--- src/rtl/mmio_arb_pkg.sv ---
// Shared types and default widths for the two-master MMIO bus arbiter.
package mmio_arb_pkg;

    localparam int DEF_ADDR_W = 21;
    localparam int DEF_DATA_W = 32;

    typedef enum logic [1:0] {
        IDLE  = 2'd0,
        ISSUE = 2'd1,
        ACK   = 2'd2
    } arb_state_t;

endpackage

--- src/rtl/rr_arb2.sv ---
// Two-way winner selection with a lock-ownership latch and a last-grant pointer.
// Build option: ARB_FIXED_PRIO_EN makes m0 always win ties and removes the
// round-robin pointer; lock behaviour is identical in both builds.
module rr_arb2 (
    input  logic       clk,
    input  logic       reset,
    input  logic [1:0] req,
    input  logic [1:0] lock,
    input  logic       arb_en,
    input  logic       ack_cycle,
    input  logic       owner,
    output logic       win_valid,
    output logic       win_idx
);

    logic       lock_held_reg;
    logic       lock_held_next;
    logic       owner_locked;
    logic [1:0] eligible;

    // The lock only keeps holding while the owner continues to assert it.
    assign owner_locked = lock_held_reg && lock[owner];

    // A locked owner is the only eligible requester, even with its req low.
    always_comb begin
        eligible = req;
        if (owner_locked) begin
            eligible = req & (owner ? 2'b10 : 2'b01);
        end
    end

    assign win_valid = |eligible;

    // Lock is sampled in the owner's ACK cycle and dropped in IDLE once released.
    always_comb begin
        lock_held_next = lock_held_reg;
        if (ack_cycle) begin
            lock_held_next = lock[owner];
        end else if (arb_en && !lock[owner]) begin
            lock_held_next = 1'b0;
        end
    end

    // Lock-ownership register.
    always_ff @(posedge clk or negedge reset) begin
        if (!reset) begin
            lock_held_reg <= 1'b0;
        end else begin
            lock_held_reg <= lock_held_next;
        end
    end

`ifdef ARB_FIXED_PRIO_EN
    // m0 has absolute priority whenever it is eligible.
    always_comb begin
        win_idx = !eligible[0] && eligible[1];
    end
`else
    logic last_reg;

    // On a tie the requester not granted last wins.
    always_comb begin
        if (&eligible) begin
            win_idx = ~last_reg;
        end else begin
            win_idx = eligible[1];
        end
    end

    // Last-grant pointer; resets to 1 so m0 wins the first contention.
    always_ff @(posedge clk or negedge reset) begin
        if (!reset) begin
            last_reg <= 1'b1;
        end else if (arb_en && win_valid) begin
            last_reg <= win_idx;
        end
    end
`endif

endmodule

--- src/rtl/mmio_bus_arbiter.sv ---
// Two-master arbiter for a shared FPro-style MMIO bus: IDLE arbitrates and
// registers the command, ISSUE strobes the bus for one cycle, ACK returns data.
// Build option: ARB_FIXED_PRIO_EN (fixed m0 priority, see rr_arb2).
module mmio_bus_arbiter
    import mmio_arb_pkg::*;
#(
    parameter int ADDR_W = DEF_ADDR_W,
    parameter int DATA_W = DEF_DATA_W
) (
    input  logic              clk,
    input  logic              reset,
    input  logic              m0_req,
    input  logic              m1_req,
    input  logic              m0_wr,
    input  logic              m1_wr,
    input  logic              m0_lock,
    input  logic              m1_lock,
    input  logic [ADDR_W-1:0] m0_addr,
    input  logic [ADDR_W-1:0] m1_addr,
    input  logic [DATA_W-1:0] m0_wr_data,
    input  logic [DATA_W-1:0] m1_wr_data,
    output logic              m0_ack,
    output logic              m1_ack,
    output logic [DATA_W-1:0] m0_rd_data,
    output logic [DATA_W-1:0] m1_rd_data,
    output logic              mmio_cs,
    output logic              mmio_wr,
    output logic              mmio_rd,
    output logic [ADDR_W-1:0] mmio_addr,
    output logic [DATA_W-1:0] mmio_wr_data,
    input  logic [DATA_W-1:0] mmio_rd_data,
    output logic              grant,
    output logic              busy
);

    arb_state_t        state_reg;
    arb_state_t        state_next;
    logic              grant_reg;
    logic              cmd_wr_reg;
    logic [ADDR_W-1:0] cmd_addr_reg;
    logic [DATA_W-1:0] cmd_wr_data_reg;
    logic [DATA_W-1:0] rd_data_reg;
    logic              win_valid;
    logic              win_idx;
    logic              in_issue;
    logic              in_ack;

    assign in_issue = (state_reg == ISSUE);
    assign in_ack   = (state_reg == ACK);

    rr_arb2 u_arb (
        .clk       (clk),
        .reset     (reset),
        .req       ({m1_req, m0_req}),
        .lock      ({m1_lock, m0_lock}),
        .arb_en    (state_reg == IDLE),
        .ack_cycle (in_ack),
        .owner     (grant_reg),
        .win_valid (win_valid),
        .win_idx   (win_idx)
    );

    // State register.
    always_ff @(posedge clk or negedge reset) begin
        if (!reset) begin
            state_reg <= IDLE;
        end else begin
            state_reg <= state_next;
        end
    end

    // Fixed three-step sequence once a winner is chosen.
    always_comb begin
        state_next = state_reg;
        case (state_reg)
            IDLE:    if (win_valid) state_next = ISSUE;
            ISSUE:   state_next = ACK;
            ACK:     state_next = IDLE;
            default: state_next = IDLE;
        endcase
    end

    // Command is frozen at grant so requester changes cannot disturb the bus cycle.
    always_ff @(posedge clk or negedge reset) begin
        if (!reset) begin
            grant_reg       <= 1'b0;
            cmd_wr_reg      <= 1'b0;
            cmd_addr_reg    <= '0;
            cmd_wr_data_reg <= '0;
            rd_data_reg     <= '0;
        end else if (state_reg == IDLE && win_valid) begin
            grant_reg       <= win_idx;
            cmd_wr_reg      <= win_idx ? m1_wr      : m0_wr;
            cmd_addr_reg    <= win_idx ? m1_addr    : m0_addr;
            cmd_wr_data_reg <= win_idx ? m1_wr_data : m0_wr_data;
        end else if (in_issue) begin
            rd_data_reg <= cmd_wr_reg ? '0 : mmio_rd_data;
        end
    end

    assign mmio_cs      = in_issue;
    assign mmio_wr      = in_issue && cmd_wr_reg;
    assign mmio_rd      = in_issue && !cmd_wr_reg;
    assign mmio_addr    = in_issue ? cmd_addr_reg : '0;
    assign mmio_wr_data = in_issue ? cmd_wr_data_reg : '0;

    assign m0_ack     = in_ack && !grant_reg;
    assign m1_ack     = in_ack && grant_reg;
    assign m0_rd_data = in_ack ? rd_data_reg : '0;
    assign m1_rd_data = in_ack ? rd_data_reg : '0;

    assign grant = grant_reg;
    assign busy  = (state_reg != IDLE);

endmodule

--- config.mk ---
export PLATFORM = sky130hd
export DESIGN_NAME = mmio_bus_arbiter
export DESIGN_NICKNAME = d
export VERILOG_FILES = /design/src/rtl/mmio_arb_pkg.sv /design/src/rtl/rr_arb2.sv /design/src/rtl/mmio_bus_arbiter.sv
export SDC_FILE = /design/constraint.sdc
export NUM_CORES = 1
export LEC_CHECK = 0
export ABC_AREA = 1
export CELL_PAD_IN_SITES_DETAIL_PLACEMENT = 0
export CELL_PAD_IN_SITES_GLOBAL_PLACEMENT = 2
export CORE_AREA = 8 8 169 171
export CTS_BUF_LIST = sky130_fd_sc_hd__clkbuf_4 sky130_fd_sc_hd__clkbuf_8
export CTS_CLUSTER_SIZE = 28
export DETAILED_ROUTE_END_ITERATION = 10
export DIE_AREA = 0 0 177 179
export GPL_ROUTABILITY_DRIVEN = 1
export GPL_TIMING_DRIVEN = 0
export PLACE_DENSITY = 0.89
export SYNTH_ARGS = -nofsm -noshare
export SYNTH_HDL_FRONTEND = slang
export SYNTH_HIERARCHICAL = 1
export SYNTH_SLANG_ARGS = --single-unit
export TNS_END_PERCENT = 30
--- constraint.sdc ---
create_clock -name clk -period 2 [get_ports clk]
set_clock_uncertainty 0.2 [all_clocks]
set_input_delay 0.4 -clock clk [delete_from_list [all_inputs] [get_ports clk]]
set_output_delay 0.4 -clock clk [all_outputs]
set_load 0.02 [all_outputs]
==> results.sh <==
export IMPL_drt_iter0_drc=183
export IMPL_syn_num_nets=937
export IMPL_critPathMaxFanout=5
export IMPL_ys_warn_count=6
export IMPL_die_h_um=179
export IMPL_min_period_ps=2231
export IMPL_r2r_cells=12
export IMPL_crit_required_ps=1400
export IMPL_cts_max_level=3
export IMPL_cts_path_max_buffers=2
export IMPL_worstMarginPinSlew_ps=621.9
export IMPL_clk_pin_slew_worst_paths_ps=100
export IMPL_nNetsFinal=1237
export IMPL_start_kind="register"
export IMPL_grt_pass1_vias=5568
export IMPL_synth_top_family_by_area="simple AND/OR/NAND/NOR gates"
export IMPL_final_area_um2=9166
export IMPL_min_delay_start="u_arb/last_reg"
export IMPL_r2r_start="grant"
export IMPL_dr_total_vias=5475
export IMPL_leakagePower_nw=4.821
export IMPL_gp_congestion=0.7644
export IMPL_final_setup_viol_count=118
export IMPL_antenna_found_initial=0
export IMPL_max_vdd_ir_drop_mv=0.4440
export IMPL_cts_tree="done"
export IMPL_dp_hpwl_um=16070
export IMPL_synthSimpleGateAreaFrac=0.3976
export IMPL_setup_ws_ps=-230.9
export IMPL_drcViolationCount=0
export IMPL_wl_per_cell_um=14.80
export IMPL_critPathKind="register to primary output"
export IMPL_cts_root_buf="clkbuf_8"
export IMPL_fin_crit_sh=1.115
export IMPL_syn_area_per_cell_um2=6.470
export IMPL_grt_overflow=0
export IMPL_dp_cells=1396
export IMPL_placed_area_um2=8254
export IMPL_routed_via_density=3.826
export IMPL_rsz0062_at_grt="true"
export IMPL_clock_fmax_mhz=448.3
export IMPL_status="finished with violations"
export IMPL_pin_count=270
export IMPL_slew_viol_final=0
export IMPL_synth_adder_area_share=0
export IMPL_drive_above_1_share=0.2701
export IMPL_ys_types=15
export IMPL_die_area_um2=31680
export IMPL_whs_path_depth=2
export IMPL_p_per_area_nw_per_um2=1274
export IMPL_syn_inst=791
export IMPL_post_place_ws_ps=-677.2
export IMPL_clock_sinks=91
export IMPL_portBuffers=269
export IMPL_hold_viol=0
export IMPL_area_growth_syn_to_layout_pct=79.12
export IMPL_hold_path_class="register to register"
export IMPL_clock_latency_ps=380
export IMPL_max_cap_violations=0
export IMPL_initial_core_util=0.1986
export IMPL_cts_buffers=9
export IMPL_synth_seq_cells=91
export IMPL_syn_area_um2=5117
export IMPL_muxShareOfSynthArea=0
export IMPL_whs_endpoint="u_arb/last_reg"
export IMPL_violations="setup timing"
export IMPL_synth_compound_area_share=0.001222
export IMPL_totalPowerFinal_mw=11.68
export IMPL_grt_pass1_wl_um=31760
export IMPL_routed_wl_um=21180
export IMPL_firstDrtPassIters=4
export IMPL_fp_row_count=59
export IMPL_gr_usage_all_layers=0.1299
export IMPL_relSlewSlack=0.5854
export IMPL_worstSetupEndpointType="primary output"
export IMPL_ys_seq_area_frac=0.4452
export IMPL_cp_arrival_ps=1630
export IMPL_drtAntennaViolNets=0
export IMPL_synth_xor_area_share=0
export IMPL_num_antenna_cells=0
export IMPL_r2r_setup_slack_ps=70
export IMPL_core_um2=25760
export IMPL_layout_cells_non_filler=1431
export IMPL_grt_max_degree=50
export IMPL_rr_endpoint="cmd_wr_data_reg[11]"
export IMPL_die_width_um=177
[critical path: stages, from the launching register on]
cell       delay, ps
dfrtp_2          480
clkinv_4         110
nand2_8          100
clkbuf_16        180
nor2_4           130
buf_4            130
buf_6            100
[Yosys cell counts]
cell        n  area share
buf_4      39       0.057
clkbuf_1    4      0.0029
o22ai_1     1      0.0012
dfstp_2     1      0.0051
inv_1      94       0.069
inv_2       4      0.0029
nor2_4      2      0.0044
nor2_1     89       0.065
dfrtp_1    90        0.44
nand2_2     4      0.0049
nand2_1   432        0.32
nor2_2      1      0.0012
buf_1       2      0.0015
buf_2      23       0.022
nand3_1     5      0.0049
[worst max path at each step]
stage	from	to	slack (ps)	cells past startpoint
final	state_reg[0]	m0_rd_data[23]	-230	6
after detailed placement	state_reg[0]	m1_rd_data[15]	-680	6
after global routing	state_reg[0]	m0_rd_data[23]	-290	6
after CTS	state_reg[1]	mmio_wr_data[26]	-260	7
after global placement	reset	cmd_wr_data_reg[23]	-3580	1
after floorplan	state_reg[0]	m1_rd_data[21]	100	5
[where the power goes]
part           switching (mW)  internal, mW
combinational            4.12          3.02
sequential              0.465          2.69
clock                   0.761         0.624
total                    5.34          6.34
[cells in the final DEF (no fill, tap or decap), drive strengths merged]
cell             n
buf            204
bufinv           1
clkbuf          16
clkdlybuf4s15    1
clkdlybuf4s50  144
clkinv           2
clkinvlp         2
dfrtp           90
dfstp            1
dlygate4sd3      1
inv             99
nand2          437
nand3            5
nor2            92
o22ai            1
[area by class of cell]
type                       instances  area, µm²
clock inverter                     6      71.32
tap                              335      419.2
buffer                            68      619.3
inverter                          98      380.4
fill                            2823      16600
timing repair buffer             288       2846
multi-input combinational        535       2410
clock buffer                      10      137.6
sequential                        91       2282
[metrics by stage]
step / TNS (ps) / utilization / hold slack, ps
floorplan: 0 / - / -95.59
global placement: -396710 / 0.3194 / 249.7
detailed placement: -73410 / 0.3204 / 259.7
CTS: -25410 / 0.3431 / 274.6
global route: -22580 / 0.3558 / 290.7
finish: -12090 / 0.3558 / 276.0
[logic make-up (layout without fill, tap and decap cells)]
logic type | count (synthesis) | count (layout)
flops | 91 | 91
compound gates | 1 | 1
simple gates | 533 | 534
buf+inv | 166 | 470
[per-layer routing]
layer	vias up	routed length [µm]	global-route usage
li1	2840	-	-
met1	2432	8716	0.1508
met2	194	10150	0.2212
met3	9	2165	0.05581
met4	0	143	0.02312
met5	-	0	0
[repair_timing]
action                                  in CTS  in global routing
cloned                                       2                  2
hold buffers                                 1                  0
hold endpoints to repair                    42                  0
endpoints found under the setup margin     174                174
gates resized for setup                    655                216
pin swaps                                    1                  7
buffers inserted                             8                  7
Power figures use the tool's default switching activity.
